===== src/rtl/regfile_write_arbiter_pkg.sv =====
// Shared types and constants for the register-file write-port arbiter.
package regfile_write_arbiter_pkg;

    localparam int NUM_REGS   = 32;
    localparam int REG_ADDR_W = $clog2(NUM_REGS);
    localparam int REG_DATA_W = 32;
    localparam int CNT_W      = 4;

    typedef enum logic [0:0] {
        IDLE  = 1'b0,
        BURST = 1'b1
    } arb_state_e;

    function automatic logic is_zero_reg(input logic [REG_ADDR_W-1:0] addr);
        return addr == 5'd0;
    endfunction

endpackage


===== src/rtl/regfile_write_arbiter_rr_pick.sv =====
// Round-robin priority picker: rotate valids by ptr, find first, unrotate.
module rr_priority_pick #(
    parameter int N  = 4,
    parameter int IW = (N > 1) ? $clog2(N) : 1
) (
    input  logic [N-1:0]  valid_i,
    input  logic [IW-1:0] ptr_i,
    output logic [N-1:0]  grant_oh_o,
    output logic [IW-1:0] grant_idx_o,
    output logic          any_o
);

    logic [N-1:0]  rot_s;
    logic [N-1:0]  rot_oh_s;
    logic [IW-1:0] first_s;
    logic [IW:0]   pos_s;
    logic [IW:0]   sum_s;

    // Rotate so ptr sits at bit 0, pick lowest set bit, map back to requester index.
    always_comb begin
        rot_s      = '0;
        rot_oh_s   = '0;
        grant_oh_o = '0;
        first_s    = '0;
        pos_s      = '0;
        for (int i = 0; i < N; i++) begin
            pos_s    = (IW+1)'(i) + {1'b0, ptr_i};
            pos_s    = (pos_s >= (IW+1)'(N)) ? pos_s - (IW+1)'(N) : pos_s;
            rot_s[i] = valid_i[pos_s[IW-1:0]];
        end
        for (int i = N - 1; i >= 0; i--) begin
            first_s = rot_s[i] ? IW'(i) : first_s;
        end
        rot_oh_s[first_s] = |rot_s;
        for (int i = 0; i < N; i++) begin
            pos_s                       = (IW+1)'(i) + {1'b0, ptr_i};
            pos_s                       = (pos_s >= (IW+1)'(N)) ? pos_s - (IW+1)'(N) : pos_s;
            grant_oh_o[pos_s[IW-1:0]]   = rot_oh_s[i];
        end
        sum_s       = {1'b0, first_s} + {1'b0, ptr_i};
        sum_s       = (sum_s >= (IW+1)'(N)) ? sum_s - (IW+1)'(N) : sum_s;
        grant_idx_o = sum_s[IW-1:0];
        any_o       = |valid_i;
    end

endmodule


===== src/rtl/regfile_write_arbiter.sv =====
// Round-robin, burst-bounded arbiter for the single register-file write port.
// Optional: define ZERO_REG_PROTECT_EN to swallow (accept but not write) writes to r0.
module regfile_write_arbiter
    import regfile_write_arbiter_pkg::*;
#(
    parameter int NREQ      = 4,
    parameter int MAX_BURST = 4,
    localparam int IDW      = $clog2(NREQ)
) (
    input  logic                       clock,
    input  logic                       reset,
    input  logic [NREQ-1:0]            req_valid,
    input  logic [NREQ*REG_ADDR_W-1:0] req_addr,
    input  logic [NREQ*REG_DATA_W-1:0] req_data,
    output logic [NREQ-1:0]            req_ready,
    output logic                       wr_en,
    output logic [REG_ADDR_W-1:0]      wr_addr,
    output logic [REG_DATA_W-1:0]      wr_data,
    output logic [IDW-1:0]             grant_id,
    output logic                       busy
);

    localparam logic [CNT_W-1:0] MAX_BURST_C = CNT_W'(MAX_BURST);

    arb_state_e            state_q, state_d;
    logic [IDW-1:0]        owner_q, owner_d;
    logic [IDW-1:0]        rr_ptr_q, rr_ptr_d;
    logic [CNT_W-1:0]      burst_cnt_q, burst_cnt_d;
    logic                  wr_en_q, wr_en_d;
    logic [REG_ADDR_W-1:0] wr_addr_q, wr_addr_d;
    logic [REG_DATA_W-1:0] wr_data_q, wr_data_d;

    logic [NREQ-1:0]       pick_oh_s;
    logic [IDW-1:0]        pick_idx_s;
    logic                  pick_any_s;
    logic                  can_extend_s;
    logic                  accept_s;
    logic                  zero_blk_s;
    logic [IDW-1:0]        sel_s;
    logic [REG_ADDR_W-1:0] addr_arr_s [NREQ];
    logic [REG_DATA_W-1:0] data_arr_s [NREQ];

    rr_priority_pick #(
        .N  (NREQ),
        .IW (IDW)
    ) u_pick (
        .valid_i     (req_valid),
        .ptr_i       (rr_ptr_q),
        .grant_oh_o  (pick_oh_s),
        .grant_idx_o (pick_idx_s),
        .any_o       (pick_any_s)
    );

    // State register.
    always_ff @(posedge clock) begin
        if (reset) begin
            state_q <= IDLE;
        end else begin
            state_q <= state_d;
        end
    end

    // Next-state logic: a burst continues only while the owner keeps streaming under the cap.
    always_comb begin
        can_extend_s = req_valid[owner_q] && (burst_cnt_q < MAX_BURST_C);
        case (state_q)
            IDLE:    state_d = pick_any_s ? BURST : IDLE;
            BURST:   state_d = can_extend_s ? BURST : IDLE;
            default: state_d = IDLE;
        endcase
    end

    // Output logic: one-hot ready, forced low during reset and on the release bubble.
    always_comb begin
        req_ready = '0;
        if (reset) begin
            req_ready = '0;
        end else begin
            case (state_q)
                IDLE:    req_ready = pick_oh_s;
                BURST:   req_ready[owner_q] = can_extend_s;
                default: req_ready = '0;
            endcase
        end
        busy     = (state_q == BURST);
        grant_id = owner_q;
        wr_en    = wr_en_q;
        wr_addr  = wr_addr_q;
        wr_data  = wr_data_q;
    end

    // Unpack the requester buses for indexed selection.
    always_comb begin
        for (int i = 0; i < NREQ; i++) begin
            addr_arr_s[i] = req_addr[i*REG_ADDR_W +: REG_ADDR_W];
            data_arr_s[i] = req_data[i*REG_DATA_W +: REG_DATA_W];
        end
    end

    // Datapath next-state: capture accepted write, track owner, burst length and pointer.
    always_comb begin
        accept_s = |(req_ready & req_valid);
        sel_s    = (state_q == IDLE) ? pick_idx_s : owner_q;
`ifdef ZERO_REG_PROTECT_EN
        zero_blk_s = is_zero_reg(addr_arr_s[sel_s]);
`else
        zero_blk_s = 1'b0;
`endif
        wr_en_d     = accept_s && !zero_blk_s;
        wr_addr_d   = wr_en_d ? addr_arr_s[sel_s] : wr_addr_q;
        wr_data_d   = wr_en_d ? data_arr_s[sel_s] : wr_data_q;
        owner_d     = owner_q;
        rr_ptr_d    = rr_ptr_q;
        burst_cnt_d = burst_cnt_q;
        case (state_q)
            IDLE: begin
                if (pick_any_s) begin
                    owner_d     = pick_idx_s;
                    burst_cnt_d = CNT_W'(1);
                end else begin
                    burst_cnt_d = burst_cnt_q;
                end
            end
            BURST: begin
                if (can_extend_s) begin
                    burst_cnt_d = burst_cnt_q + CNT_W'(1);
                end else begin
                    rr_ptr_d    = (owner_q == IDW'(NREQ - 1)) ? '0 : owner_q + IDW'(1);
                    burst_cnt_d = '0;
                end
            end
            default: begin
                burst_cnt_d = '0;
            end
        endcase
    end

    // Datapath registers; a write captured in a reset cycle is dropped.
    always_ff @(posedge clock) begin
        if (reset) begin
            owner_q     <= '0;
            rr_ptr_q    <= '0;
            burst_cnt_q <= '0;
            wr_en_q     <= 1'b0;
            wr_addr_q   <= '0;
            wr_data_q   <= '0;
        end else begin
            owner_q     <= owner_d;
            rr_ptr_q    <= rr_ptr_d;
            burst_cnt_q <= burst_cnt_d;
            wr_en_q     <= wr_en_d;
            wr_addr_q   <= wr_addr_d;
            wr_data_q   <= wr_data_d;
        end
    end

endmodule


===== config.mk =====
export PLATFORM = sky130hd
export DESIGN_NAME = regfile_write_arbiter
export DESIGN_NICKNAME = d
export VERILOG_FILES = /design/src/rtl/regfile_write_arbiter_pkg.sv /design/src/rtl/regfile_write_arbiter_rr_pick.sv /design/src/rtl/regfile_write_arbiter.sv
export SDC_FILE = /design/constraint.sdc
export NUM_CORES = 1
export LEC_CHECK = 0
export ABC_AREA = 1
export BUFFER_PORTS_ARGS = -buffer_cell sky130_fd_sc_hd__buf_2
export CAP_MARGIN = 0
export CORE_ASPECT_RATIO = 1.75
export CORE_MARGIN = 1.5
export CORE_UTILIZATION = 42
export CTS_BUF_LIST = sky130_fd_sc_hd__clkbuf_16
export CTS_CLUSTER_SIZE = 30
export DETAILED_ROUTE_END_ITERATION = 10
export HOLD_SLACK_MARGIN = 0.03
export MAX_ROUTING_LAYER = met4
export PLACE_DENSITY = 0.78
export REMOVE_ABC_BUFFERS = 1
export SLEW_MARGIN = 20
export SYNTH_ARGS = -nofsm -noshare
export SYNTH_HDL_FRONTEND = slang
export SYNTH_SLANG_ARGS = --single-unit

===== constraint.sdc =====
create_clock -name clock -period 3.1 [get_ports clock]
set_clock_uncertainty 0.15 [all_clocks]
set_input_delay 0.31 -clock clock [delete_from_list [all_inputs] [get_ports clock]]
set_output_delay 0.31 -clock clock [all_outputs]
set_load 0.005 [all_outputs]

== After elaboration in Yosys (flattened, before gate mapping) ==
Index checks and enable logic that the tools add are counted.

* Register bits: 47
* Bits in latches: 0
* Memory bits (writable): 0
* ROM bits: 0
* Input port bits: 154
* Output and inout bits: 45
* Logic and storage cells: 108
* Memories: 0

* Add/subtract/negate cells: 11
* Multipliers: 0
* Div/mod/pow operators: 0
* Magnitude comparators: 19
* Equality and inequality tests: 2
* Shifts and indexed selects: 0
* Muxes and demuxes: 50
* Bitwise gates (word level): 7
* Reduce and logical (&&, ||, !) cells: 12

{| class="wikitable"
|+ Operator list
! operator !! number
|-
| $bmux W32 S2 || 1
|-
| $mux W32 || 2
|-
| $mux W2 || 11
|-
| $lt A2 B3 Y1 const B || 6
|-
| $and A4 B4 Y4 || 4
|-
| $pmux W4 S2 || 2
|-
| $ge A3 B3 Y1 const B || 5
|-
| $mux W1 || 13
|-
| $bwmux W4 || 3
|-
| $demux W1 S2 || 6
|-
| $ge A2 B1 Y1 const B || 6
|-
| $mux W4 || 3
|-
| $reduce_or A4 Y1 || 3
|-
| $bmux W1 S2 || 5
|-
| $bmux W5 S2 || 1
|-
| $mux W5 || 2
|-
| $sub A2 B1 Y2 const B || 5
|-
| $logic_and A1 B1 Y1 || 7
|-
| $add A2 B2 Y3 const A || 2
|-
| $add A4 B1 Y4 const B || 1
|-
| $lt A4 B3 Y1 const B || 1
|-
| $reduce_and A2 Y1 || 2
|-
| $add A1 B2 Y3 const A || 1
|-
| $add A2 B2 Y3 || 1
|-
| other kinds (7) || 8
|}

== Logic depth before layout (Yosys ltp) ==
Gate-level depths: netlist of run 1.

* Word-level depth: 22
* Mapped depth: 19
* Gate-level depth less buffers: 18

== Hierarchy ==
A second synthesis of run 1 with hierarchy kept.

* Cell total of the unflattened synthesis: 629
* Area total of the unflattened synthesis: 3807.4 um2

{| class="wikitable"
|+ By module, submodules not included
! module !! instances !! cells an instance !! area an instance (um2)
|-
| regfile_write_arbiter || 1 || 531 || 3158.0
|-
| rr_priority_pick || 1 || 98 || 649.4
|}

== Worst setup path after synthesis of run 1 ==
No wires, ideal clock.

* Path kind: reg2reg
* From: register rr_ptr_q[0]
* To: register wr_addr_q[2] (netlist: wr_addr[2])
* Arrival time: 2.966 ns
* Required time: 2.837 ns
* Slack: -0.129 ns
* Cell stages (with the launch flop): 18
* Buffers on the path: 2
* Period minus slack after synthesis: 3.229 ns
* Cell sequence: dfxtp_1 -> inv_2 -> ha_1 -> inv_1 -> nand3_1 -> nand2_1 -> nand2_1 -> a21boi_0 -> ha_1 -> nand2_1 -> o21ai_0 -> buf_2 -> buf_1 -> mux2_2 -> nand2_1 -> nand2_1 -> nor2_1 -> nor2_1

* Elaborated cells on any way between the ends: 71
* Classes of those cells: 9 x add/sub; 15 x order compare; 36 x mux; 4 x bitwise; 7 x reduce/logical

{| class="wikitable"
|+ RTL lines
! item !! RTL line !! source
|-
| from (decl) || regfile_write_arbiter.sv:27 || <nowiki>logic [IDW-1:0] rr_ptr_q, rr_ptr_d;</nowiki>
|-
| from (signal assigned) || regfile_write_arbiter.sv:149 || <nowiki>rr_ptr_q <= rr_ptr_d;</nowiki>
|-
| $add A2 B2 Y3 || regfile_write_arbiter_rr_pick.sv:27 || <nowiki>pos_s = (IW+1)'(i) + {1'b0, ptr_i};</nowiki>
|-
| $ge A3 B3 Y1 or $sub A2 B1 Y2 (tied branches) || regfile_write_arbiter_rr_pick.sv:28 || <nowiki>pos_s = (pos_s >= (IW+1)'(N)) ? pos_s - (IW+1)'(N) : pos_s;</nowiki>
|-
| $mux W2 || regfile_write_arbiter_rr_pick.sv:28 ||
|-
| $bmux W1 S2 || regfile_write_arbiter_rr_pick.sv:29 || <nowiki>rot_s[i] = valid_i[pos_s[IW-1:0]];</nowiki>
|-
| $mux W1 (not written as such) || regfile_write_arbiter_rr_pick.sv:29 ||
|-
| $mux W2 (4 in series) || regfile_write_arbiter_rr_pick.sv:32 || <nowiki>first_s = rot_s[i] ? IW'(i) : first_s;</nowiki>
|-
| $add A2 B2 Y3 * || regfile_write_arbiter_rr_pick.sv:40 || <nowiki>sum_s = {1'b0, first_s} + {1'b0, ptr_i};</nowiki>
|-
| $ge A3 B3 Y1 or $sub A2 B1 Y2 (tied branches) || regfile_write_arbiter_rr_pick.sv:41 || <nowiki>sum_s = (sum_s >= (IW+1)'(N)) ? sum_s - (IW+1)'(N) : sum_s;</nowiki>
|-
| $mux W2 * || regfile_write_arbiter_rr_pick.sv:41 ||
|-
| named net pick_idx_s[0] || regfile_write_arbiter.sv:34 || <nowiki>logic [IDW-1:0] pick_idx_s;</nowiki>
|-
| $mux W2 * || regfile_write_arbiter.sv:103 || <nowiki>sel_s = (state_q == IDLE) ? pick_idx_s : owner_q;</nowiki>
|-
| $not A2 Y3 (not written as such) * || regfile_write_arbiter.sv:110 || <nowiki>wr_addr_d = wr_en_d ? addr_arr_s[sel_s] : wr_addr_q;</nowiki>
|-
| $bmux W5 S2 * || regfile_write_arbiter.sv:110 ||
|-
| $mux W5 (not written as such) * (2 in series) || regfile_write_arbiter.sv:110 ||
|-
| to (signal assigned) || regfile_write_arbiter.sv:152 || <nowiki>wr_addr_q <= wr_addr_d;</nowiki>
|-
| to (decl) || regfile_write_arbiter.sv:30 || <nowiki>logic [REG_ADDR_W-1:0] wr_addr_q, wr_addr_d;</nowiki>
|}

Mark *: on every way through the listed nets, which the timed path passes. The rest lies on a longest branch. The select of a mux whose other input is x is not followed.
A chain may end at the register's enable or synchronous reset.

== Worst setup path after layout of run 1 ==
* From: register rr_ptr_q[0]
* To: register wr_data_q[15] (netlist: wr_data[15])

* Elaborated cells on any way between the ends: 71
* Classes of those cells: 9 x add/sub; 15 x order compare; 36 x mux; 4 x bitwise; 7 x reduce/logical

{| class="wikitable"
|+ RTL lines
! item !! RTL line !! source
|-
| $add A2 B2 Y3 || regfile_write_arbiter_rr_pick.sv:27 ||
|-
| $ge A3 B3 Y1 or $sub A2 B1 Y2 (tied branches) || regfile_write_arbiter_rr_pick.sv:28 ||
|-
| $mux W2 || regfile_write_arbiter_rr_pick.sv:28 ||
|-
| $bmux W1 S2 || regfile_write_arbiter_rr_pick.sv:29 ||
|-
| $mux W1 (not written as such) || regfile_write_arbiter_rr_pick.sv:29 ||
|-
| $mux W2 (4 in series) || regfile_write_arbiter_rr_pick.sv:32 ||
|-
| $add A2 B2 Y3 * || regfile_write_arbiter_rr_pick.sv:40 ||
|-
| $ge A3 B3 Y1 or $sub A2 B1 Y2 (tied branches) || regfile_write_arbiter_rr_pick.sv:41 ||
|-
| $mux W2 * || regfile_write_arbiter_rr_pick.sv:41 ||
|-
| named net pick_idx_s[0] || regfile_write_arbiter.sv:34 ||
|-
| $mux W2 * || regfile_write_arbiter.sv:103 ||
|-
| $not A2 Y3 (not written as such) * || regfile_write_arbiter.sv:111 || <nowiki>wr_data_d = wr_en_d ? data_arr_s[sel_s] : wr_data_q;</nowiki>
|-
| $bmux W32 S2 * || regfile_write_arbiter.sv:111 ||
|-
| $mux W32 (not written as such) * (2 in series) || regfile_write_arbiter.sv:111 ||
|-
| to (signal assigned) || regfile_write_arbiter.sv:153 || <nowiki>wr_data_q <= wr_data_d;</nowiki>
|-
| to (decl) || regfile_write_arbiter.sv:31 || <nowiki>logic [REG_DATA_W-1:0] wr_data_q, wr_data_d;</nowiki>
|}

Marks and branches as above.

==> results of run 1 <==
[worst max-delay path: cells and delay by family (launching register included)]
kind,cells,cell delay (ns)
AND/OR/NAND/NOR,8,0.66
adder cells (fa/ha/maj),2,0.58
buffers and inverters,4,0.42
AO/OA/AOI/OAI,3,0.41
flip-flops,1,0.34
multiplexers,1,0.32
[cell type report]
class,instances,area (um^2)
Fill cell,878,3610
Clock inverter,2,8.76
Multi-Input combinational cell,481,2680
Clock buffer,5,125
Tap cell,120,150
Timing Repair Buffer,224,1350
Sequential cell,47,942
Inverter,60,225
[per-stage QoR]
| step | cell area (um^2) | hold WS, ns | setup TNS, ns | cells |
|---|---|---|---|---|
| after global routing | 5480 | 0.219 | -0.472 | 939 |
| after global placement | 5090 | 0.276 | 0 | 920 |
| after floorplan | 3790 | 0.229 | -147.75 | 587 |
| final | 5480 | 0.195 | 0 | 939 |
| after detailed placement | 5090 | 0.278 | 0 | 920 |
| after CTS | 5240 | 0.191 | 0 | 928 |
[metal layers]
metal	vias up	track usage, %	share of wire (%)
li1	2315	-	-
met2	137	42.5	54
met4	0	8.64	2.5
met5	-	-	0
met1	1977	23.4	39
met3	26	3.06	3.8
[registers in the layout, indices dropped and copies added (netlist names)]
name         cells
wr_data         32
wr_addr          5
burst_cnt_q      4
grant_id         2
rr_ptr_q         2
busy             1
wr_en            1
[cells in the mapped netlist]
library cell                count  area (um^2)
sky130_fd_sc_hd__ha_1          13          163
sky130_fd_sc_hd__nor2_1        91          342
sky130_fd_sc_hd__nand2_2        4         25.0
sky130_fd_sc_hd__nand2_4        2         22.5
sky130_fd_sc_hd__nor2_2         1         6.26
sky130_fd_sc_hd__buf_1          3         11.3
sky130_fd_sc_hd__o21ai_0       22          110
sky130_fd_sc_hd__xor2_1         1         8.76
sky130_fd_sc_hd__nand2_1      231          867
sky130_fd_sc_hd__buf_4          2         15.0
sky130_fd_sc_hd__xnor2_1        2         17.5
sky130_fd_sc_hd__inv_2          3         11.3
sky130_fd_sc_hd__o21ai_2        1         8.76
sky130_fd_sc_hd__buf_6          4         45.0
sky130_fd_sc_hd__nor3_1         2         10.0
sky130_fd_sc_hd__buf_2         11         55.1
sky130_fd_sc_hd__nand3_1       19         95.1
sky130_fd_sc_hd__a2111oi_0      1         8.76
sky130_fd_sc_hd__nor2_4         2         22.5
sky130_fd_sc_hd__clkbuf_1       7         26.3
sky130_fd_sc_hd__a21boi_0       1         7.51
sky130_fd_sc_hd__clkbuf_2       1         5.00
sky130_fd_sc_hd__nand3_2        2         20.0
sky130_fd_sc_hd__a211oi_1       1         7.51
sky130_fd_sc_hd__inv_1         57          214
sky130_fd_sc_hd__mux2_2        74          833
sky130_fd_sc_hd__a21oi_1       10         50.1
sky130_fd_sc_hd__dfxtp_1       47          941
[what timing repair did]
item / 4_1_cts / 5_1_grt
pin swaps: 0 / 4
setup endpoints to repair: 4 / 37
gates cloned: 0 / 9
resized for setup: 0 / 12
setup buffers: 1 / 2
[power by group]
part	switching [mW]	leakage (nW)	internal, mW	total, mW
clock	0.221	0.0671	0.290	0.511
sequential	0.164	0.387	0.903	1.07
combinational	2.47	2.62	2.22	4.69
[cells by family (layout without fill, tap and decap cells)]
group | Yosys count | after routing | synth area share, %
simple gates | 354 | 354 | 35.7
xor+xnor | 3 | 3 | 0.666
fa+ha+maj | 13 | 13 | 4.12
mux | 74 | 74 | 21.1
flops | 47 | 47 | 23.8
buf+inv | 88 | 291 | 9.70
compound gates | 36 | 37 | 4.88
[final timing paths]
path	cells after the start	to	slack (ns)
hold reg to reg	2	burst_cnt_q[3]	0.28
setup reg to reg	18	wr_data[15]	0.12
setup / recovery	18	wr_data[15]	0.12
hold / removal	2	burst_cnt_q[3]	0.20
==> impl_metrics.prom, run 1 <==
# TYPE chip_impl_metric gauge
chip_impl_info{name="status",value="finished clean"} 1
chip_impl_metric{name="max-vdd-ir-drop",unit="V"} 0.000494
chip_impl_metric{name="grt_pass1_vias",unit=""} 4010
chip_impl_metric{name="final_period_minus_worst_setup_slack",unit="ns"} 2.98
chip_impl_info{name="setup.worst_path.class",value="reg -> reg"} 1
chip_impl_metric{name="ctsHtreeMaxLevel",unit=""} 2
chip_impl_metric{name="port_buffers",unit=""} 198
chip_impl_metric{name="cts_hold_buffers",unit=""} 0
chip_impl_metric{name="total_power_density_per_cell_area",unit="mW/mm^2"} 1140
chip_impl_metric{name="cts.clk_slew.worst_paths",unit="ns"} 0.06
chip_impl_info{name="worst_hold_path_type",value="in -> reg"} 1
chip_impl_metric{name="slew_hr",unit="%"} 63.9
chip_impl_metric{name="grt_use_total",unit="%"} 22.6
chip_impl_metric{name="worst_skew_pair.late_latency",unit="ns"} 0.29
chip_impl_metric{name="hpwl",unit="um"} 8730
chip_impl_metric{name="die_w",unit="um"} 76.3
chip_impl_metric{name="antenna_violations_before_repair",unit=""} 0
chip_impl_metric{name="maxCapViolations",unit=""} 0
chip_impl_metric{name="ioPinCount",unit=""} 199
chip_impl_info{name="cts_root_buf",value="sky130_fd_sc_hd__clkbuf_16"} 1
chip_impl_metric{name="grt_first_pass_wirelength",unit="um"} 18200
chip_impl_metric{name="ant_nets",unit=""} 0
chip_impl_metric{name="post-place-ws",unit="ns"} 0.00838
chip_impl_info{name="r2r-start",value="rr_ptr_q[0]"} 1
chip_impl_metric{name="viasPerCell",unit=""} 4.74
chip_impl_metric{name="seq_area_frac_synth",unit="%"} 23.8
chip_impl_metric{name="wirelength",unit="um"} 12400
chip_impl_info{name="critical_path.endpoint_type",value="register"} 1
chip_impl_metric{name="timing_max_transition_violations_final",unit=""} 0
chip_impl_metric{name="critical_path.max_fanout",unit=""} 7
chip_impl_metric{name="total_power",unit="mW"} 6.27
chip_impl_metric{name="drcViolationCount",unit=""} 0
chip_impl_metric{name="cts_made_buffers",unit=""} 5
chip_impl_metric{name="crit_path_max_incr_delay",unit="ns"} 0.34
chip_impl_metric{name="mappedNetlistArea",unit="mm^2"} 0.00395
chip_impl_metric{name="drive_gt1_share",unit="%"} 39.9
chip_impl_metric{name="routedWlPerCell",unit="um"} 13.2
chip_impl_metric{name="synth-seq-cells",unit=""} 47
chip_impl_metric{name="globalplace.congestion",unit=""} 0.880
chip_impl_metric{name="maxClockFrequency",unit="GHz"} 0.336
chip_impl_metric{name="core-area",unit="mm^2"} 0.00909
chip_impl_info{name="min-delay-start",value="reset"} 1
chip_impl_info{name="critical_path.cell_chain",value="inv_2, ha_4, inv_1, nand3_1, nand2_2, nand2_2, a21boi_1, ha_1, nand2_2, o21ai_4, clkbuf_16, mux2_2, nand2_1, nand2_1, inv_1, o21ai_0, nand2_1, nor2_1"} 1
chip_impl_metric{name="final_nets",unit=""} 986
chip_impl_metric{name="drt-initial-drc-count",unit=""} 177
chip_impl_metric{name="postSynthAreaPerCell",unit="um^2"} 6.42
chip_impl_metric{name="worst_pin_slew",unit="ns"} 0.540
chip_impl_metric{name="p_leak",unit="nW"} 3.07
chip_impl_metric{name="synth_cell_type_count",unit=""} 28
chip_impl_metric{name="arrival",unit="ns"} 3.01
chip_impl_metric{name="floorplan.die_area",unit="mm^2"} 0.0100
chip_impl_metric{name="route.vias.total",unit=""} 4455
chip_impl_info{name="final_cell_mix",value="sky130_fd_sc_hd__nand2_1, sky130_fd_sc_hd__buf_2, sky130_fd_sc_hd__nor2_1"} 1
chip_impl_metric{name="final-setup-viol-count",unit=""} 0
chip_impl_metric{name="grt_start_max_net_pins",unit=""} 37
chip_impl_metric{name="fin_ws",unit="ns"} 0.120
chip_impl_metric{name="yosys_warnings",unit=""} 0
chip_impl_info{name="clock_tree_from_tritoncts",value="yes"} 1
chip_impl_info{name="most_common_cell_after_layout_fill_and_taps_aside",value="sky130_fd_sc_hd__nand2_1"} 1
chip_impl_metric{name="area.growth.synth_to_final",unit="%"} 38.8
chip_impl_metric{name="detail_route.first_pass.iterations",unit=""} 4
chip_impl_metric{name="worstPathRequired",unit="ns"} 3.13
chip_impl_metric{name="initial_utilization",unit="%"} 43.4
chip_impl_metric{name="timing_hold_violations_final",unit=""} 0
chip_impl_metric{name="antenna-diode-count",unit=""} 0
chip_impl_metric{name="globalRouteOverflowTotal",unit=""} 0
chip_impl_info{name="timing.critical_path.slowest_stage_cell",value="sky130_fd_sc_hd__dfxtp_1"} 1
chip_impl_metric{name="synthCells",unit=""} 615
chip_impl_metric{name="die_height",unit="um"} 131
chip_impl_info{name="timing.critical_path.from_type",value="register"} 1
chip_impl_metric{name="post-route-period-util",unit="%"} 96.1
chip_impl_metric{name="tritoncts_num_sinks",unit=""} 47
chip_impl_metric{name="row_count",unit=""} 46
chip_impl_metric{name="cts-root-to-sink-buffers",unit=""} 2
chip_impl_info{name="critPathLaunch",value="rr_ptr_q[0]"} 1
chip_impl_metric{name="final_util",unit="%"} 60.3
No activity file was read; power rests on OpenSTA's default activity.
==> run 2, diff against run 1 <==
--- a/config.mk
+++ b/config.mk
@@ -17,7 +17,6 @@
 export HOLD_SLACK_MARGIN = 0.03
 export MAX_ROUTING_LAYER = met4
 export PLACE_DENSITY = 0.78
-export REMOVE_ABC_BUFFERS = 1
 export SLEW_MARGIN = 20
 export SYNTH_ARGS = -nofsm -noshare
 export SYNTH_HDL_FRONTEND = slang
==> run 2 against run 1 <==
  * Clock power is essentially flat
  * Maximum frequency increased by 1.3%
  * Final cell count shrank 0.43%
  * Non-clock buffer count shrank 6
  * Hold slack worse by 0.0033 ns
  * Critical endpoint is now wr_data[3]
  * Largest cell class unchanged
  * Design area decreased by 0.94%
  * Setup slack better by 0.039 ns
  * Clock-buffer cell count unchanged
  * Utilization is 0.56 points lower
  * Global-route usage is 1.3 points higher
==> impl_metrics.prom, run 2 (synthesized netlist as in run 1, its figures left out) <==
# TYPE chip_impl_metric gauge
chip_impl_metric{name="wirelength",unit="um"} 13000
chip_impl_metric{name="port_buffers",unit=""} 198
chip_impl_info{name="timing.critical_path.from_type",value="register"} 1
chip_impl_metric{name="core-area",unit="mm^2"} 0.00909
chip_impl_metric{name="ctsHtreeMaxLevel",unit=""} 2
chip_impl_metric{name="layoutNonFillerInstCount",unit=""} 935
chip_impl_metric{name="critical_path.max_fanout",unit=""} 9
chip_impl_metric{name="detail_route.first_pass.iterations",unit=""} 4
chip_impl_metric{name="multiInputGateArea",unit="mm^2"} 0.00267
chip_impl_metric{name="route.vias.total",unit=""} 4485
chip_impl_metric{name="ant_nets",unit=""} 0
chip_impl_metric{name="drt-initial-drc-count",unit=""} 293
chip_impl_metric{name="regArea",unit="um^2"} 942
chip_impl_info{name="clock_tree_from_tritoncts",value="yes"} 1
chip_impl_metric{name="setup-tns-final",unit="ns"} 0
chip_impl_metric{name="fin_worst_hold_slack",unit="ns"} 0.192
chip_impl_metric{name="globalRouteOverflowTotal",unit=""} 0
chip_impl_metric{name="cts-root-to-sink-buffers",unit=""} 2
chip_impl_metric{name="antenna_violations_before_repair",unit=""} 1
chip_impl_info{name="critical-path-top-cell-by-count",value="sky130_fd_sc_hd__nand2_1"} 1
chip_impl_metric{name="final_period_minus_worst_setup_slack",unit="ns"} 2.94
chip_impl_metric{name="p_leak",unit="nW"} 3.05
chip_impl_metric{name="initial_utilization",unit="%"} 43.4
chip_impl_metric{name="routedWlPerCell",unit="um"} 13.9
chip_impl_metric{name="drcViolationCount",unit=""} 0
chip_impl_metric{name="cts_made_buffers",unit=""} 5
chip_impl_metric{name="maxClockFrequency",unit="GHz"} 0.340
chip_impl_metric{name="final_nets",unit=""} 980
chip_impl_metric{name="worst_skew_pair.late_latency",unit="ns"} 0.29
chip_impl_info{name="setup.worst_path.class",value="reg -> reg"} 1
chip_impl_metric{name="floorplan.die_area",unit="mm^2"} 0.0100
chip_impl_metric{name="drive_gt1_share",unit="%"} 39.3
chip_impl_metric{name="ioPinCount",unit=""} 199
chip_impl_metric{name="arrival",unit="ns"} 2.97
chip_impl_metric{name="timing_hold_violations_final",unit=""} 0
chip_impl_metric{name="slew_hr",unit="%"} 67.2
chip_impl_metric{name="syn-num-nets",unit=""} 782
chip_impl_metric{name="grt_start_max_net_pins",unit=""} 39
chip_impl_info{name="critical_path.cell_chain",value="inv_1, ha_4, inv_1, nand3_1, nand2_1, nand2_2, a21boi_1, ha_2, nand2_2, o21ai_2, clkbuf_16, mux2_2, nand2_1, nand2_1, nor2_1, nor2_1"} 1
chip_impl_info{name="worst_hold_path_type",value="in -> reg"} 1
chip_impl_metric{name="post_cts_buffers",unit=""} 0
chip_impl_metric{name="timing_max_transition_violations_final",unit=""} 0
chip_impl_metric{name="final-setup-viol-count",unit=""} 0
chip_impl_metric{name="total_power_density_per_cell_area",unit="mW/mm^2"} 1140
chip_impl_metric{name="globalplace.congestion",unit=""} 0.945
chip_impl_metric{name="number_of_flip_flops_in_the_largest_register",unit=""} 32
chip_impl_metric{name="grt_pass1_vias",unit=""} 4095
chip_impl_metric{name="max-vdd-ir-drop",unit="V"} 0.000574
chip_impl_metric{name="maxCapViolations",unit=""} 0
chip_impl_metric{name="grt_use_total",unit="%"} 24.0
chip_impl_info{name="critical_path.endpoint_type",value="register"} 1
chip_impl_metric{name="fill_cells",unit=""} 858
chip_impl_metric{name="worstPathRequired",unit="ns"} 3.13
chip_impl_metric{name="die_w",unit="um"} 76.3
chip_impl_info{name="status",value="finished clean"} 1
chip_impl_metric{name="cts_resizes",unit=""} 0
chip_impl_metric{name="final_util",unit="%"} 59.7
chip_impl_metric{name="cts.clk_slew.worst_paths",unit="ns"} 0.06
chip_impl_info{name="cts_root_buf",value="sky130_fd_sc_hd__clkbuf_16"} 1
chip_impl_metric{name="post-route-period-util",unit="%"} 94.9
chip_impl_metric{name="crit_path_max_incr_delay",unit="ns"} 0.34
chip_impl_info{name="final_cell_mix",value="sky130_fd_sc_hd__nand2_1, sky130_fd_sc_hd__buf_2, sky130_fd_sc_hd__nor2_1"} 1
chip_impl_metric{name="worst_pin_slew",unit="ns"} 0.492
chip_impl_metric{name="cts_hold_buffers",unit=""} 0
chip_impl_metric{name="area.growth.synth_to_final",unit="%"} 37.5
chip_impl_metric{name="viasPerCell",unit=""} 4.80
chip_impl_info{name="timing.critical_path.slowest_stage_cell",value="sky130_fd_sc_hd__ha_2"} 1
chip_impl_metric{name="row_count",unit=""} 46
chip_impl_metric{name="hpwl",unit="um"} 9410
chip_impl_metric{name="placed_cells_incl_taps",unit=""} 918
chip_impl_metric{name="tritoncts_num_sinks",unit=""} 47
chip_impl_metric{name="die_height",unit="um"} 131
chip_impl_info{name="most_common_cell_after_layout_fill_and_taps_aside",value="sky130_fd_sc_hd__nand2_1"} 1
chip_impl_metric{name="total_power",unit="mW"} 6.17
chip_impl_metric{name="grt_first_pass_wirelength",unit="um"} 18900
[run 2: per-layer routing]
metal  track usage, %  part of all wire (%)
met1             23.1                    38
met2             43.9                    53
met3             6.46                   6.5
met4             10.5                   3.0
met5                -                     0
[run 2: stage by stage]
stage	area (um^2)	setup slack, ns
2_1_floorplan	3960	0.00743
3_3_place_gp	5100	0.228
3_5_place_dp	5100	0.198
4_1_cts	5240	0.189
5_1_grt	5430	-0.0237
6_report	5430	0.159
[run 2: worst paths after layout]
| kind | from | to | slack [ns] | depth (start not counted) |
|---|---|---|---|---|
| hold reg to reg | burst_cnt_q[3] | burst_cnt_q[3] | 0.29 | 2 |
| hold / removal | reset | burst_cnt_q[3] | 0.19 | 2 |
| setup reg to reg | rr_ptr_q[1] | wr_data[3] | 0.16 | 16 |
| setup / recovery | rr_ptr_q[1] | wr_data[3] | 0.16 | 16 |
[run 2: layout make-up]
cell class              instances  share of cell area [%]
well taps                     120                    2.77
diodes                          1                  0.0461
clock buffers                   5                    2.31
multi-input cells             481                    49.2
clock inverters                 3                   0.207
repair buffers                218                    23.9
inverters                      60                    4.15
flip-flops and latches         47                    17.4
[run 2: where the power goes]
part	internal (mW)	switching [mW]
combinational	2.13	2.45
clock	0.291	0.221
sequential	0.903	0.175
[run 2: worst max-delay path, delay by kind of cell, from the launching register on]
family	cells	cell delay, ns
AO/OA/AOI/OAI	2	0.32
multiplexers	1	0.33
adder cells (fa/ha/maj)	2	0.62
AND/OR/NAND/NOR	8	0.70
buffers and inverters	3	0.39
flip-flops	1	0.32
==> run 3, diff against run 2 <==
--- a/config.mk
+++ b/config.mk
@@ -5,18 +5,17 @@
 export SDC_FILE = /design/constraint.sdc
 export NUM_CORES = 1
 export LEC_CHECK = 0
-export ABC_AREA = 1
 export BUFFER_PORTS_ARGS = -buffer_cell sky130_fd_sc_hd__buf_2
 export CAP_MARGIN = 0
 export CORE_ASPECT_RATIO = 1.75
 export CORE_MARGIN = 1.5
-export CORE_UTILIZATION = 42
+export CORE_UTILIZATION = 40
 export CTS_BUF_LIST = sky130_fd_sc_hd__clkbuf_16
 export CTS_CLUSTER_SIZE = 30
 export DETAILED_ROUTE_END_ITERATION = 10
 export HOLD_SLACK_MARGIN = 0.03
 export MAX_ROUTING_LAYER = met4
-export PLACE_DENSITY = 0.78
+export PLACE_DENSITY_LB_ADDON = 0.1
 export SLEW_MARGIN = 20
 export SYNTH_ARGS = -nofsm -noshare
 export SYNTH_HDL_FRONTEND = slang
==> run 3 against run 2 <==
  * The flow now finishes with violations (negative setup slack)
  * Non-clock buffer count increased by 26
  * Utilization increased by 3.0 points
  * Synthesized area decreased by 13%
  * Via count decreased by 25%
  * Design area decreased by 4.0%
  * Final cell count decreased by 32%
  * Sequential cell count unchanged
  * Synthesized cell count decreased by 53%
  * Largest power group unchanged
==> impl_metrics.prom, run 3 <==
# TYPE chip_impl_metric gauge
chip_impl_metric{name="ioPinCount",unit=""} 199
chip_impl_info{name="setup.worst_path.class",value="reg -> reg"} 1
chip_impl_metric{name="routedWlPerCell",unit="um"} 16.6
chip_impl_metric{name="die_height",unit="um"} 126
chip_impl_metric{name="pwr-share-comb",unit="%"} 58.7
chip_impl_metric{name="cts.clk_slew.worst_paths",unit="ns"} 0.07
chip_impl_metric{name="final_period_minus_worst_setup_slack",unit="ns"} 3.39
chip_impl_metric{name="drcViolationCount",unit=""} 0
chip_impl_info{name="timing.critical_path.slowest_stage_cell",value="sky130_fd_sc_hd__mux4_2"} 1
chip_impl_metric{name="maxCapViolations",unit=""} 0
chip_impl_info{name="critical_path.cell_chain",value="inv_4, ha_4, mux4_2, a21oi_2, nor2_1, ha_2, xnor2_4, a21boi_4, o31ai_4, buf_4, clkbuf_16, mux4_2, mux2_4"} 1
chip_impl_metric{name="ant_nets",unit=""} 0
chip_impl_metric{name="synth_cell_type_count",unit=""} 42
chip_impl_metric{name="tritoncts_num_sinks",unit=""} 47
chip_impl_metric{name="globalplace.congestion",unit=""} 0.960
chip_impl_info{name="critPathLaunch",value="rr_ptr_q[0]"} 1
chip_impl_metric{name="detail_route.first_pass.iterations",unit=""} 4
chip_impl_info{name="clock_tree_from_tritoncts",value="yes"} 1
chip_impl_metric{name="core-area",unit="mm^2"} 0.00831
chip_impl_metric{name="xor_xnor_cell_area_share_of_the_yosys_netlist",unit="%"} 0.255
chip_impl_metric{name="yosys_warnings",unit=""} 0
chip_impl_metric{name="grt_pass1_vias",unit=""} 3619
chip_impl_metric{name="layout.cell_area.non_filler",unit="mm^2"} 0.00521
chip_impl_metric{name="power.share.sequential",unit="%"} 26.2
chip_impl_metric{name="total_switching_power",unit="mW"} 1.14
chip_impl_metric{name="netlist.area_leader.share",unit="%"} 27.4
chip_impl_info{name="yosysTopAreaCell",value="sky130_fd_sc_hd__dfxtp_1"} 1
chip_impl_metric{name="viasPerCell",unit=""} 5.30
chip_impl_metric{name="route.vias.total",unit=""} 3380
chip_impl_metric{name="floorplan.die_area",unit="mm^2"} 0.00917
chip_impl_info{name="cts_root_buf",value="sky130_fd_sc_hd__clkbuf_16"} 1
chip_impl_metric{name="antenna_violations_before_repair",unit=""} 0
chip_impl_info{name="failed_checks",value="negative setup slack"} 1
chip_impl_info{name="yosys-top-cells-area",value="sky130_fd_sc_hd__dfxtp_1, sky130_fd_sc_hd__mux4_2, sky130_fd_sc_hd__mux2_4, sky130_fd_sc_hd__nor2b_1, sky130_fd_sc_hd__mux2_2"} 1
chip_impl_metric{name="grt_use_total",unit="%"} 23.7
chip_impl_info{name="ys.flop_type",value="sky130_fd_sc_hd__dfxtp_1"} 1
chip_impl_metric{name="compound_cell_area_share_of_the_yosys_netlist",unit="%"} 7.29
chip_impl_info{name="r2r-start",value="rr_ptr_q[0]"} 1
chip_impl_metric{name="synthMuxAreaShare",unit="%"} 42.7
chip_impl_metric{name="number_of_flops_mapped_to_enable_cells_by_yosys",unit=""} 0
chip_impl_metric{name="maxClockFrequency",unit="GHz"} 0.295
chip_impl_info{name="worst_hold_path_type",value="in -> reg"} 1
chip_impl_metric{name="timing_max_transition_violations_final",unit=""} 0
chip_impl_metric{name="post-place-ws",unit="ns"} -0.252
chip_impl_metric{name="timing_hold_violations_final",unit=""} 0
chip_impl_metric{name="postSynthAreaPerCell",unit="um^2"} 11.8
chip_impl_metric{name="cts_made_buffers",unit=""} 5
chip_impl_metric{name="total_power_density_per_cell_area",unit="mW/mm^2"} 667
chip_impl_info{name="unrepaired_setup_endpoints_after_global_routing",value="true"} 1
chip_impl_metric{name="syn-num-nets",unit=""} 457
chip_impl_metric{name="max-vdd-ir-drop",unit="V"} 0.000323
chip_impl_info{name="min-delay-start",value="req_data[20]"} 1
chip_impl_metric{name="synthCells",unit=""} 290
chip_impl_info{name="critical-path-top-cell-by-count",value="sky130_fd_sc_hd__mux4_2"} 1
chip_impl_metric{name="setup-tns-final",unit="ns"} -8.53
chip_impl_metric{name="clkPwrFrac",unit="%"} 15.1
chip_impl_metric{name="final-setup-viol-count",unit=""} 37
chip_impl_metric{name="worst_skew_pair.late_latency",unit="ns"} 0.29
chip_impl_info{name="most_common_cell_after_layout_fill_and_taps_aside",value="sky130_fd_sc_hd__buf_2"} 1
chip_impl_metric{name="post-route-period-util",unit="%"} 109
chip_impl_metric{name="p_leak",unit="nW"} 2.54
chip_impl_metric{name="globalRouteOverflowTotal",unit=""} 0
chip_impl_metric{name="dpl-instance-area",unit="mm^2"} 0.00486
chip_impl_metric{name="wirelength",unit="um"} 10600
chip_impl_metric{name="number_of_flip_flops_in_the_largest_register",unit=""} 32
chip_impl_metric{name="fin_worst_hold_slack",unit="ns"} 0.311
chip_impl_metric{name="power.share.switching",unit="%"} 32.8
chip_impl_metric{name="drive_gt1_share",unit="%"} 67.1
chip_impl_info{name="synth.cells.most_frequent",value="sky130_fd_sc_hd__dfxtp_1, sky130_fd_sc_hd__mux4_2, sky130_fd_sc_hd__nor2b_1, sky130_fd_sc_hd__mux2_4"} 1
chip_impl_metric{name="slew_hr",unit="%"} 65.1
chip_impl_metric{name="initial_utilization",unit="%"} 41.3
chip_impl_info{name="status",value="complete, but fails checks"} 1
chip_impl_metric{name="grt_start_max_net_pins",unit=""} 39
chip_impl_metric{name="ctsHtreeMaxLevel",unit=""} 2
chip_impl_metric{name="synth-seq-cells",unit=""} 47
chip_impl_metric{name="yosys.area_share.adder",unit="%"} 4.74
chip_impl_metric{name="row_count",unit=""} 44
chip_impl_metric{name="seq_area_frac_synth",unit="%"} 27.4
chip_impl_metric{name="die_w",unit="um"} 73.0
chip_impl_info{name="final_cell_mix",value="sky130_fd_sc_hd__buf_2, sky130_fd_sc_hd__dfxtp_1, sky130_fd_sc_hd__mux4_2"} 1
chip_impl_metric{name="cts_hold_buffers",unit=""} 0
chip_impl_metric{name="fill_cells",unit=""} 701
chip_impl_metric{name="critical_path.max_fanout",unit=""} 8
chip_impl_metric{name="port_buffers",unit=""} 198
chip_impl_metric{name="final_nets",unit=""} 689
chip_impl_metric{name="synthSimpleGateAreaFrac",unit="%"} 13.3
chip_impl_metric{name="worst_pin_slew",unit="ns"} 0.523
chip_impl_metric{name="worstPathRequired",unit="ns"} 3.13
chip_impl_info{name="synth_top_family_by_area",value="multiplexers"} 1
chip_impl_metric{name="grt_first_pass_wirelength",unit="um"} 16200
chip_impl_metric{name="fin_ws",unit="ns"} -0.288
chip_impl_metric{name="crit_path_max_incr_delay",unit="ns"} 0.52
chip_impl_metric{name="total_power",unit="mW"} 3.48
chip_impl_info{name="most_common_cell_in_the_netlist",value="sky130_fd_sc_hd__dfxtp_1"} 1
chip_impl_metric{name="internal-power",unit="mW"} 2.34
chip_impl_metric{name="mappedNetlistArea",unit="mm^2"} 0.00343
chip_impl_info{name="critical_path.endpoint_type",value="register"} 1
chip_impl_metric{name="area.growth.synth_to_final",unit="%"} 51.8
chip_impl_metric{name="hpwl",unit="um"} 7980
chip_impl_metric{name="arrival",unit="ns"} 3.42
chip_impl_info{name="timing.critical_path.from_type",value="register"} 1
chip_impl_metric{name="cts-root-to-sink-buffers",unit=""} 2
chip_impl_metric{name="async_flop_share",unit="%"} 0
chip_impl_metric{name="antenna-diode-count",unit=""} 0
chip_impl_metric{name="drt-initial-drc-count",unit=""} 82
-- run 3: changes by cell type after synthesis, sizes merged, moves of 37 or more --
cell,delta
inv,-46
nor2,-77
mux2,-37
mux4,+41
nor2b,+37
nand2,-232
-- run 3: worst max-delay path, delay by kind of cell, from the launching register on --
kind	cells	cell delay (ns)
multiplexers	3	1.09
AO/OA/AOI/OAI	3	0.61
adder cells (fa/ha/maj)	2	0.46
buffers and inverters	3	0.39
flip-flops	1	0.37
XOR/XNOR	1	0.15
AND/OR/NAND/NOR	1	0.05
-- run 3: area by class of cell --
class | count | area, um^2 | share of cell area [%]
multi-input cells | 210 | 2480 | 47.5
repair buffers | 244 | 1440 | 27.7
flip-flops and latches | 47 | 948 | 18.2
well taps | 115 | 144 | 2.76
clock buffers | 5 | 125 | 2.40
inverters | 14 | 55.1 | 1.06
clock inverters | 3 | 18.8 | 0.360
-- run 3: final timing paths --
kind | slack [ns] | cells after the start | end
worst max-delay path | -0.29 | 13 | wr_data[5]
worst min-delay path | 0.31 | 3 | wr_data[20]
worst max register to register | -0.29 | 13 | wr_data[5]
worst min register to register | 0.34 | 2 | wr_addr[4]
-- run 3: metrics by stage --
| step | util, % | std cells |
|---|---|---|
| finish | 62.7 | 638 |
| global placement | 58.4 | 621 |
| CTS | 61.7 | 635 |
| floorplan | - | 290 |
| detailed placement | 58.4 | 621 |
| global route | 62.7 | 638 |
-- run 3: metal layers --
metal / track usage, % / up-vias / share of wire [%]
met2: 42.7 / 150 / 56
li1: - / 1574 / -
met3: 2.58 / 44 / 3.9
met4: 14.9 / 0 / 5.6
met1: 23.0 / 1612 / 35
met5: - / - / 0
-- run 3: repair_timing --
item | in CTS | in global routing
setup endpoints to repair | 37 | 39
resized for setup | 12 | 10
buffers inserted | 5 | 3
gates cloned | 2 | 2
pin swaps | 4 | 4
hold endpoints to repair | 0 | 0
-- run 3: logic make-up after synthesis --
logic type | count (synthesis)
simple gates | 79
mux | 83
fa+ha+maj | 13
compound gates | 34
flops | 47
xor+xnor | 1
buf+inv | 33
-- run 3: power groups by stage --
stage | Combinational (mW) | Sequential, mW | Clock, mW
global route | 2.20 | 0.939 | 0.556
CTS | 1.98 | 0.911 | 0.543
floorplan | 1.21 | 0.942 | 0
finish | 2.04 | 0.911 | 0.526
global placement | 1.82 | 0.915 | 0
detailed placement | 1.86 | 0.914 | 0
